--- src/rtl/pc_unit.sv ---
// ---------------------------------------------------------------------------
// pc_unit -- program-counter stage feeding the instruction fetch block.
//
// Holds the architectural PC, picks the next PC from sequential flow,
// conditional branches, jal and jalr, and drives the instruction-memory word
// address from the next-PC value. The memory reads synchronously, so the word
// it returns lines up with the registered PC one cycle later. Also provides
// RUN/HALT/FAULT control and a retired-instruction counter.
//
// Ports
//   clk          in   1   system clock, rising edge
//   rst          in   1   asynchronous, active-high reset
//   stall        in   1   hold the PC and all state this cycle
//   branch       in   1   current instruction is a conditional branch
//   funct3       in   3   branch condition select
//   zero         in   1   rs1 == rs2
//   lt           in   1   signed rs1 < rs2
//   ltu          in   1   unsigned rs1 < rs2
//   jal          in   1   current instruction is jal
//   jalr         in   1   current instruction is jalr
//   imm          in  32   sign-extended immediate
//   rs1_data     in  32   jalr base register value
//   halt_req     in   1   current instruction is ecall/halt
//   resume       in   1   leave HALT
//   pc           out 32   registered PC of the current instruction
//   pc_plus4     out 32   pc + 4 (link value)
//   imem_addr    out 14   next_pc[15:2] to instruction memory
//   halted       out  1   state is HALT
//   fault        out  1   state is FAULT
//   fault_target out 32   illegal target captured on entry to FAULT
//   instret      out 32   retired-instruction count
// ---------------------------------------------------------------------------
module pc_unit #(
   parameter logic [31:0] RESET_PC = 32'h0000_0000,
   parameter logic [31:0] PC_LIMIT = 32'h0001_0000
) (
   input  logic        clk,
   input  logic        rst,
   input  logic        stall,
   input  logic        branch,
   input  logic [2:0]  funct3,
   input  logic        zero,
   input  logic        lt,
   input  logic        ltu,
   input  logic        jal,
   input  logic        jalr,
   input  logic [31:0] imm,
   input  logic [31:0] rs1_data,
   input  logic        halt_req,
   input  logic        resume,
   output logic [31:0] pc,
   output logic [31:0] pc_plus4,
   output logic [13:0] imem_addr,
   output logic        halted,
   output logic        fault,
   output logic [31:0] fault_target,
   output logic [31:0] instret
);

   typedef enum logic [1:0] {
      ST_RUN   = 2'd0,
      ST_HALT  = 2'd1,
      ST_FAULT = 2'd2
   } state_t;

   state_t      state;
   state_t      state_next;

   logic        taken;
   logic [31:0] jalr_sum;
   logic [31:0] target;
   logic        illegal;
   logic        advance;      // RUN, not stalled, legal target: instruction retires
   logic        enter_fault;  // RUN, not stalled, illegal target
   logic [31:0] next_pc;
   logic [31:0] pc_d;

   assign pc_plus4 = pc + 32'd4;
   assign jalr_sum = rs1_data + imm;

   // ------------------------------------------------------------------------
   // Branch condition decode. 010/011 are not branch encodings: never taken.
   // ------------------------------------------------------------------------
   always_comb begin
      // NOTE: every variable written in a combinational block gets a default
      // first, so no path leaves it unassigned and no latch is inferred.
      taken = 1'b0;
      case (funct3)
         3'b000:  taken = zero;
         3'b001:  taken = !zero;
         3'b100:  taken = lt;
         3'b101:  taken = !lt;
         3'b110:  taken = ltu;
         3'b111:  taken = !ltu;
         default: taken = 1'b0;
      endcase
   end

   // ------------------------------------------------------------------------
   // Target selection: jalr > jal > taken branch > pc+4.
   // ------------------------------------------------------------------------
   always_comb begin
      target = pc_plus4;
      if (jalr)
         target = jalr_sum & 32'hFFFF_FFFE;
      else if (jal || (branch && taken))
         target = pc + imm;
   end

   // A sequential pc+4 hitting PC_LIMIT is caught by the same compare.
   assign illegal = target[1] || (target >= PC_LIMIT);

   // ------------------------------------------------------------------------
   // FSM: state register
   // ------------------------------------------------------------------------
   always_ff @(posedge clk or posedge rst) begin
      // NOTE: sequential state is written with non-blocking assignments so
      // every flop samples the values from before this edge.
      if (rst)
         state <= ST_RUN;
      else
         state <= state_next;
   end

   // ------------------------------------------------------------------------
   // FSM: next-state logic
   // ------------------------------------------------------------------------
   always_comb begin
      state_next = state;
      case (state)
         ST_RUN: begin
            if (!stall) begin
               if (illegal)
                  state_next = ST_FAULT;   // fault outranks halt_req
               else if (halt_req)
                  state_next = ST_HALT;
            end
         end
         ST_HALT: begin
            if (resume && !stall)
               state_next = ST_RUN;        // resume outranks halt_req
         end
         ST_FAULT: state_next = ST_FAULT;  // only rst leaves FAULT
         default:  state_next = ST_RUN;
      endcase
   end

   // ------------------------------------------------------------------------
   // FSM: outputs and datapath enables
   // ------------------------------------------------------------------------
   always_comb begin
      halted      = 1'b0;
      fault       = 1'b0;
      advance     = 1'b0;
      enter_fault = 1'b0;
      case (state)
         ST_RUN: begin
            advance     = !stall && !illegal;
            enter_fault = !stall && illegal;
         end
         ST_HALT:  halted = 1'b1;
         ST_FAULT: fault  = 1'b1;
         default: ;
      endcase
   end

   // ------------------------------------------------------------------------
   // Next PC and memory address. While reset is held the address already
   // points at RESET_PC so the first fetch after release is correct.
   // ------------------------------------------------------------------------
   assign next_pc   = advance ? target : pc;
   assign imem_addr = rst ? RESET_PC[15:2] : next_pc[15:2];

   // A halting instruction always retires to pc+4.
   assign pc_d = (advance && halt_req) ? pc_plus4 : next_pc;

   // ------------------------------------------------------------------------
   // Architectural registers
   // ------------------------------------------------------------------------
   always_ff @(posedge clk or posedge rst) begin
      if (rst) begin
         pc           <= RESET_PC;
         instret      <= 32'd0;
         fault_target <= 32'd0;
      end else begin
         pc <= pc_d;
         if (advance)
            instret <= instret + 32'd1;   // wraps naturally at 2^32
         if (enter_fault)
            fault_target <= target;
      end
   end

endmodule

--- config.mk ---
export PLATFORM = sky130hd
export DESIGN_NAME = pc_unit
export DESIGN_NICKNAME = d
export VERILOG_FILES = /design/src/rtl/pc_unit.sv
export SDC_FILE = /design/constraint.sdc
export NUM_CORES = 1
export LEC_CHECK = 0
export CAP_MARGIN = 20
export CORE_ASPECT_RATIO = 1.5
export CORE_UTILIZATION = 53
export CTS_CLUSTER_SIZE = 10
export DETAILED_ROUTE_END_ITERATION = 10
export PLACE_DENSITY = 0.8
export SETUP_SLACK_MARGIN = 0.3
export SLEW_MARGIN = 20
export SYNTH_ARGS = -nofsm -noshare
export SYNTH_HDL_FRONTEND = slang
export SYNTH_SLANG_ARGS = --single-unit
--- constraint.sdc ---
create_clock -name clk -period 6.82 [get_ports clk]
set_input_delay 1.364 -clock clk [delete_from_list [all_inputs] [get_ports clk]]
set_output_delay 1.364 -clock clk [all_outputs]
set_load 0.02 [all_outputs]
==> results.yml, run 1 <==
cells_and_area:
  fill_cells: 1206
  diodes: 0
  ff_latch_area_sq_mm: 0.002452
  final_core_util: 0.8095
  finalNonFillerCells: 1875
  multi_input_area_sq_mm: 0.007921
  finalNetCount: 1761
  area_growth_pct: 49.96
  drive_gt1_frac: 0.2526
grt:
  grt_pass1_vias: 11390
  busiest_layer: "met2"
  grtUsageMet2: 0.7109
  use_met3: 0.05734
  overflow: 0
  use_met1: 0.4859
  antenna_found_initial: 0
  grtUsageTotal: 0.4114
  grt_max_degree: 51
  grt_pass1_wl_um: 61090
power_and_ir_drop:
  power_density_mw_per_mm2: 133.6
  p_leak_nw: 6.753
  vdd_drop_max_mv: 0.1984
timing:
  fmax_mhz: 153.6
  max-slew-margin-rel: 0.3843
  fin_crit_sh: 0.9549
  period_minus_slack_ns: 6.512
  clock_skew_ns: 0.006271
  worstMarginPinSlew_ns: 0.9151
  finalMaxSlewViolations: 0
  hold_violations: 0
  setup_violations: 0
  rsz0062_at_grt: "no"
logic_synthesis:
  synthAdderAreaFrac: 0.08307
  synth_top_area_frac: 0.2460
  synth_compound_area_frac: 0.2340
  yosys.area.top_type: "dfrtp_1"
  synth_fp_nets: 1386
  yosys-top-cells-area: "dfrtp_1 (25%), ha_1 (7.9%), nand2_1 (5.7%), a21oi_1 (4.9%), xor2_1 (4.9%)"
  ys_seq_elements: 98
  async_reset_ff_frac: 1.000
  synth.area.mux_share: 0.07291
  ys_types: 85
  ys_seq_area_frac: 0.2460
  synth_cells: 1243
  syn_area_per_cell_sq_um: 8.022
  synth_flop_cell: "dfrtp_1"
  synthSimpleGateAreaFrac: 0.2365
  yosysWarnings: 0
  synth_edf_count: 0
  synth_common_cells: "nand2_1 (151), a21oi_1 (98), dfrtp_1 (98), nor2_1 (95), o21ai_0 (92)"
  synthXorXnorAreaFrac: 0.08433
  synth.most_common_cell: "nand2_1"
  synth_top_family_by_area: "simple AND/OR/NAND/NOR gates"
  netlist_area_sq_mm: 0.009971
die:
  die-width_um: 114.0
  coreArea_sq_mm: 0.01847
  die-area_sq_mm: 0.01938
  start_util: 0.5398
  dieHeight_um: 170.0
  io_pins: 222
  rows: 61
clock_tree:
  cts_tree: "built"
  clk_latency_ns: 0.35
  root_buffer: "clkbuf_16"
  path_clk_slew_ns: 0.07
  clockBufferDepth: 2
  cts_sinks: 98
  htreeDepth: 3
  numCtsBuffers: 9
worst_setup_path:
  end_kind: "output port"
  cp_slowest_cell: "o311ai_0"
  path_cells: "clkdlybuf4s50_1 > ha_1 > buf_4 > nand2_2 > buf_4 > o21a_4 > o311ai_0 > o21ai_1 > mux2_2 > o211ai_1 > and4bb_2 > nand3_4 > buf_12 > buf_12 > mux2i_2 > nor2_1 > buf_4"
  r2r_cells: 17
  critical_path_class: "in2out"
  crit_arrival_ns: 5.15
  worstPathMaxFanout: 6
  critical_path.max_stage_delay_ns: 0.46
  r2r_start: "pc[0]"
  r2r_slack_ns: 2.03
  rr_endpoint: "fault_target[10]"
  cp_data_required_time_ns: 5.46
  start_kind: "input pin"
  critPathMostFrequentCell: "buf_4"
detailed_routing:
  drt_iter0_drc: 1124
  route.vias.total: 11880
  dr.pass1.iters: 5
  viasPerCell: 6.335
  wl_per_cell_um: 22.31
  finalWirelength_um: 41830
  route.detailed.drc: 0
  ant_nets: 0
placed_design:
  dp_hpwl_um: 31710
  io_buffer_count: 221
  gp_congestion: 1.075
  dpl.cell_count: 1840
status:
  status: "finished, final reports clean"
hold_path:
  hold-path-endpoint: "instret[31]"
  min_path_cells: 1
  min_from: "instret[31]"
  hold_path.class: "reg2reg"
flow_run:
  cap_violations: 0
-- critical path: cells and delay by family --
kind	cells	cell delay [ns]
multiplexers	2	0.52
AO/OA/AOI/OAI	4	1.04
adder cells (fa/ha/maj)	1	0.32
buffers and inverters	6	1.18
AND/OR/NAND/NOR	4	0.70
-- layout make-up --
type                       count  share of cell area
timing repair buffer         426              0.2543
multi-input combinational   1047              0.5298
inverter                      36            0.009205
sequential                    98              0.1640
tap                          252             0.02109
clock buffer                  10             0.01531
clock inverter                 6            0.006276
-- state kept, by name, indices dropped and copies added, names as in the netlist --
name / cells
instret: 32
pc: 32
state: 2
fault_target: 32
-- kinds of logic (layout without fill, tap and decap cells) --
family | count (synthesis) | after routing
fa+ha+maj | 65 | 65
buf+inv | 98 | 478
compound gates | 364 | 364
mux | 65 | 65
xor+xnor | 96 | 96
simple gates | 457 | 457
flops | 98 | 98
-- how the worst max path moves through the flow --
stage,start,end,slack [ns],cells after the start
finish,rs1_data[10],imem_addr[6],0.31,17
floorplan,imm[0],imem_addr[10],0.58,16
CTS,rs1_data[8],imem_addr[0],0.32,19
detailed placement,imm[0],imem_addr[2],-0.40,17
global route,rs1_data[2],imem_addr[6],0.29,17
global placement,imm[0],imem_addr[0],-0.25,17
-- cell usage in the layout, fill, tap and decap left out, types with 10 or more instances in the layout --
cell / n
a211oi_1: 11
a21o_1: 22
a21oi_1: 84
a21oi_2: 11
a31oi_1: 16
and3_1: 17
and4_1: 10
buf_2: 10
buf_4: 200
clkdlybuf4s50_1: 177
dfrtp_1: 98
dlymetal6s2s_1: 24
ha_1: 31
ha_4: 30
inv_1: 32
mux2_2: 23
mux2_4: 11
mux2i_1: 27
nand2_1: 149
nand3_1: 37
nand4_1: 33
nor2_1: 93
nor3_1: 21
nor3_2: 18
o211ai_1: 16
o21a_1: 16
o21ai_0: 81
o21ai_1: 11
o31ai_1: 12
xnor2_1: 39
xor2_1: 53
-- where the power goes --
part           total, mW  internal, mW  leakage [nW]  switching [mW]
combinational      0.792         0.371          5.30           0.421
sequential         0.638         0.615          1.30          0.0224
clock              0.568         0.327         0.159           0.242
-- metrics by stage --
step	area [sq um]	TNS, ns	setup WS, ns	hold slack (ns)	power, mW
detailed placement	13630	-4.579	-0.4032	0.4591	1.339
floorplan	9971	0	0.5798	0.4415	0.9985
finish	14950	0	0.3075	0.4728	1.998
CTS	14220	0	0.3216	0.4754	1.922
global route	14950	0	0.2912	0.4994	2.056
global placement	13630	-3.178	-0.2508	0.4626	1.329
-- metal layers --
layer	up-vias	share of wire
met1	5665	0.37
met2	712	0.49
met3	152	0.083
met5	-	0
li1	5350	-
met4	0	0.055
-- what timing repair did --
action | CTS | global route
setup endpoints to repair | 14 | 14
buffers inserted | 9 | 10
gates cloned | 0 | 0
hold buffers | 0 | 0
pin swaps | 22 | 62
resized for setup | 117 | 127
Power figures use the tool's default switching activity.
==> run 2: changes to the inputs <==
--- a/config.mk
+++ b/config.mk
@@ -7,10 +7,11 @@
 export LEC_CHECK = 0
 export CAP_MARGIN = 20
 export CORE_ASPECT_RATIO = 1.5
-export CORE_UTILIZATION = 53
+export CORE_UTILIZATION = 35
 export CTS_CLUSTER_SIZE = 10
 export DETAILED_ROUTE_END_ITERATION = 10
-export PLACE_DENSITY = 0.8
+export DONT_BUFFER_PORTS = 1
+export PLACE_DENSITY = 0.46
 export SETUP_SLACK_MARGIN = 0.3
 export SLEW_MARGIN = 20
 export SYNTH_ARGS = -nofsm -noshare
==> results.yml, run 2 (synthesized netlist as in run 1, its figures left out) <==
detailed_routing:
  dr.pass1.iters: 7
  ant_nets: 0
  drt_iter0_drc: 625
  viasPerCell: 6.086
  wl_per_cell_um: 24.96
  route.detailed.drc: 0
  finalWirelength_um: 39640
  route.vias.total: 9665
cells_and_area:
  finalNonFillerCells: 1588
  top_regs: "fault_target (32), instret (32), pc (32)"
  area_growth_pct: 9.047
  diodes: 0
  drive_gt1_frac: 0.1103
  mostFrequentLayoutCell: "nand2_1"
  fill_cells: 2936
  finalNetCount: 1381
  layout_common_cells: "nand2_1 (151), a21oi_1 (98), dfrtp_1 (98)"
clock_tree:
  numCtsBuffers: 9
  cts_tree: "built"
  clk_latency_ns: 0.36
  htreeDepth: 3
  clockBufferDepth: 2
  cts_sinks: 98
  root_buffer: "clkbuf_16"
  path_clk_slew_ns: 0.07
power_and_ir_drop:
  power_density_mw_per_mm2: 160.1
  p_leak_nw: 4.879
  total_power_mw: 1.741
  vdd_drop_max_mv: 0.1489
die:
  io_pins: 222
  coreArea_sq_mm: 0.02796
  dieHeight_um: 208.7
  rows: 75
  die-area_sq_mm: 0.02918
  die-width_um: 139.8
  start_util: 0.3566
timing:
  fmax_mhz: 156.8
  rsz0062_at_grt: "no"
  worstMarginPinSlew_ns: 1.034
  max-slew-margin-rel: 0.3040
  fin_setup_tns_ns: 0
  setup_violations: 0
  clock_skew_ns: 0.008228
  finalMaxSlewViolations: 0
  hold_violations: 0
  period_minus_slack_ns: 6.377
  fin_crit_sh: 0.9350
worst_setup_path:
  worstPathMaxFanout: 12
  crit_arrival_ns: 5.01
  critical_path_class: "in2out"
  start_kind: "input pin"
  cp_data_required_time_ns: 5.46
  end_kind: "output port"
grt:
  antenna_found_initial: 0
  overflow: 0
  grt_pass1_vias: 9765
  grt_max_degree: 61
  grtUsageTotal: 0.2731
  grt_pass1_wl_um: 59770
placed_design:
  dp_hpwl_um: 31390
  gp_congestion: 0.9401
  io_buffer_count: 0
  dpl.cell_count: 1571
status:
  status: "finished, final reports clean"
flow_run:
  cap_violations: 0
hold_path:
  hold_path.class: "reg2reg"
-- run 2: cell count changes in the layout (fill, tap and decap cells not counted), moves of 7 or more --
cell / previous run / this run
clkdlybuf4s50_1: 177 / 0
buf_4: 200 / 44
ha_1: 31 / 63
ha_4: 30 / 0
dlymetal6s2s_1: 24 / 0
a21oi_1: 84 / 98
a21oi_2: 11 / 0
o21ai_0: 81 / 92
buf_2: 10 / 0
o21ai_1: 11 / 1
a211oi_1: 11 / 18
a211oi_2: 8 / 1
-- run 2: path summary, 6_finish.rpt --
check	startpoint	endpoint	slack (ns)	cells after the start
max	imm[0]	imem_addr[10]	0.44	16
min	state[1]	state[0]	0.49	1
max reg2reg	pc[0]	instret[1]	1.80	15
min reg2reg	state[1]	state[0]	0.49	1
max in group asynchronous	rst	state[0]	4.72	2
min in group asynchronous	rst	pc[14]	0.98	1
-- run 2: worst max-delay path: stages --
cell and delay (ns):
ha_1 0.17, inv_1 0.06, fa_1 0.37, nor2b_1 0.22, o2111ai_1 0.23, a2111o_1 0.51
nand3_2 0.15, a2111oi_0 0.11, or3b_2 0.51, a32oi_2 0.18, and4bb_2 0.30, buf_12 0.15
nand3_4 0.18, nor2_1 0.08, a211oi_1 0.24, buf_4 0.18
-- run 2: routing by layer --
metal	wire length, um	GRT usage
met5	0	0
met4	1551	0.1224
met3	2323	0.04995
met2	19540	0.4702
met1	16230	0.3289
-- run 2: layout make-up --
| cell class | instances | area (sq um) | share of cell area |
|---|---|---|---|
| Multi-Input combinational cell | 1048 | 7159 | 0.6585 |
| Clock buffer | 9 | 225.2 | 0.02071 |
| Timing Repair Buffer | 45 | 350.3 | 0.03222 |
| Sequential cell | 98 | 2452 | 0.2255 |
| Tap cell | 346 | 432.9 | 0.03982 |
| Clock inverter | 6 | 115.1 | 0.01059 |
| Inverter | 36 | 137.6 | 0.01266 |
-- run 2: what timing repair did --
action	CTS	global route
setup buffers	1	0
hold buffers	0	0
pin swaps	2	1
setup endpoints to repair	14	14
resized for setup	3	9
gates cloned	1	0
endpoints found under the hold margin	0	0
-- run 2: stage by stage --
stage | hold slack, ns | instance area, sq um | setup slack [ns] | util
after floorplan | 0.4415 | 9971 | 0.5798 | -
after global placement | 0.4727 | 10450 | 0.1734 | 0.3737
after detailed placement | 0.4825 | 10450 | 0.1587 | 0.3737
after CTS | 0.4944 | 10830 | 0.3228 | 0.3873
after global routing | 0.5216 | 10870 | 0.3011 | 0.3888
final | 0.4891 | 10870 | 0.4432 | 0.3888
-- run 2: report_power, final --
part           switching, mW  total, mW  internal [mW]
Clock                  0.245      0.604          0.360
Combinational          0.278      0.449          0.170
Sequential            0.0732      0.688          0.615
==> run 3: changes to the inputs <==
--- a/config.mk
+++ b/config.mk
@@ -12,7 +12,6 @@
 export DETAILED_ROUTE_END_ITERATION = 10
 export DONT_BUFFER_PORTS = 1
 export PLACE_DENSITY = 0.46
-export SETUP_SLACK_MARGIN = 0.3
 export SLEW_MARGIN = 20
 export SYNTH_ARGS = -nofsm -noshare
 export SYNTH_HDL_FRONTEND = slang
==> results.yml, run 3 (synthesized netlist as in run 1, its figures left out) <==
power_and_ir_drop:
  power_density_mw_per_mm2: 160.8
  swShare: 0.3417
  p_sw_mw: 0.5932
  p_comb_frac: 0.255
  power_frac_seq: 0.396
  p_int_mw: 1.143
  p_leak_nw: 4.861
  vdd_drop_max_mv: 0.1486
  p_clk_frac: 0.349
die:
  start_util: 0.3566
  rows: 75
  die-width_um: 139.8
  coreArea_sq_mm: 0.02796
  io_pins: 222
  die-area_sq_mm: 0.02918
  dieHeight_um: 208.7
worst_setup_path:
  worstPathMaxFanout: 24
  critical_path_class: "in2out"
  cp-startpoint: "imm[0]"
  cp-endpoint: "imem_addr[10]"
  rr_endpoint: "instret[19]"
  r2r_cells: 15
  r2r_start: "pc[0]"
  crit_arrival_ns: 5.24
  start_kind: "input pin"
  cp_slowest_cell: "a2111o_1"
  path_cells: "ha_1 > inv_1 > fa_1 > nor2b_1 > o2111ai_1 > a2111o_1 > nand3_1 > a41oi_1 > mux2_2 > a2111oi_1 > and4bb_1 > nand3_4 > a211oi_1 > buf_4"
  end_kind: "output port"
  critical_path.max_stage_delay_ns: 0.50
  r2r_slack_ns: 1.56
  cp_data_required_time_ns: 5.46
placed_design:
  dp_hpwl_um: 31390
  gp_congestion: 0.9401
  io_buffer_count: 0
timing:
  worstMarginPinSlew_ns: 0.9292
  max-slew-margin-rel: 0.3748
  fin_setup_tns_ns: 0
  finalMaxSlewViolations: 0
  period_minus_slack_ns: 6.604
  setup_violations: 0
  hold_violations: 0
  rsz0062_at_grt: "no"
  whs_ns: 0.4891
  fin_crit_sh: 0.9684
  fmax_mhz: 151.4
  clock_skew_ns: 0.007729
detailed_routing:
  viasPerCell: 6.062
  ant_nets: 0
  finalWirelength_um: 39230
  route.detailed.drc: 0
  wl_per_cell_um: 24.74
  route.vias.total: 9615
  drt_iter0_drc: 622
  dr.pass1.iters: 5
grt:
  grt_pass1_wl_um: 59260
  grt_pass1_vias: 9729
  antenna_found_initial: 0
  overflow: 0
  grtUsageTotal: 0.2700
  grt_max_degree: 61
cells_and_area:
  multi_input_area_sq_mm: 0.007104
  top_regs: "fault_target (32), instret (32), pc (32)"
  area_growth_pct: 8.295
  drive_gt1_frac: 0.1032
  layout_common_cells: "nand2_1 (151), a21oi_1 (98), dfrtp_1 (98)"
  finalNetCount: 1379
  mostFrequentLayoutCell: "nand2_1"
  diodes: 0
  fill_cells: 2941
  ff_latch_area_sq_mm: 0.002452
hold_path:
  hold_path.class: "reg2reg"
clock_tree:
  htreeDepth: 3
  clockBufferDepth: 2
  cts_sinks: 98
  numCtsBuffers: 9
  root_buffer: "clkbuf_16"
  cts_tree: "built"
  path_clk_slew_ns: 0.07
  clk_latency_ns: 0.36
flow_run:
  cap_violations: 0
status:
  status: "finished, final reports clean"
run 3: metal layers:
layer  part of all wire  GRT usage
met1               0.42     0.3277
met2               0.49     0.4671
met3              0.055    0.04743
met4              0.036     0.1125
met5                  0          0
run 3: worst min path at each step:
stage / startpoint / to / slack, ns / depth (start not counted)
floorplan: state[1] / state[0] / 0.44 / 1
global placement: state[1] / state[0] / 0.47 / 1
detailed placement: state[1] / state[0] / 0.48 / 1
CTS: state[1] / state[0] / 0.49 / 1
global route: state[1] / state[0] / 0.52 / 1
finish: state[1] / state[0] / 0.49 / 1
run 3: area by class of cell:
type                       instances  area share
timing repair buffer              44     0.03059
tap                              346     0.04009
multi-input combinational       1047      0.6579
clock inverter                     6     0.01066
clock buffer                       9     0.02086
inverter                          36     0.01275
sequential                        98      0.2271
run 3: worst max-delay path: cells and delay by family:
family,cells,cell delay (ns)
buffers and inverters,2,0.24
AO/OA/AOI/OAI,5,1.61
adder cells (fa/ha/maj),2,0.54
AND/OR/NAND/NOR,4,1.16
multiplexers,1,0.31
run 3: stage by stage:
step / worst slack [ns] / instances / power [mW] / cell area [sq um] / utilization
finish: 0.2156 / 1586 / 1.736 / 10800 / 0.3861
floorplan: 0.5798 / 1243 / 0.9985 / 9971 / -
global route: 0.06830 / 1586 / 1.819 / 10800 / 0.3861
global placement: 0.1734 / 1571 / 1.141 / 10450 / 0.3737
CTS: 0.1318 / 1586 / 1.755 / 10790 / 0.3859
detailed placement: 0.1587 / 1571 / 1.138 / 10450 / 0.3737
run 3: timing repair:
item	4_1_cts	5_1_grt
setup buffers	0	0
endpoints found under the setup margin	0	2
hold buffers	0	0
gates resized for setup	0	2
run 3: power groups by stage:
stage          clock network, mW  registers, mW  logic, mW
2_1_floorplan                  0          0.687      0.312
3_3_place_gp                   0          0.701      0.440
3_5_place_dp                   0          0.702      0.436
4_1_cts                    0.624          0.690      0.440
5_1_grt                    0.641          0.693      0.485
6_report                   0.606          0.688      0.442
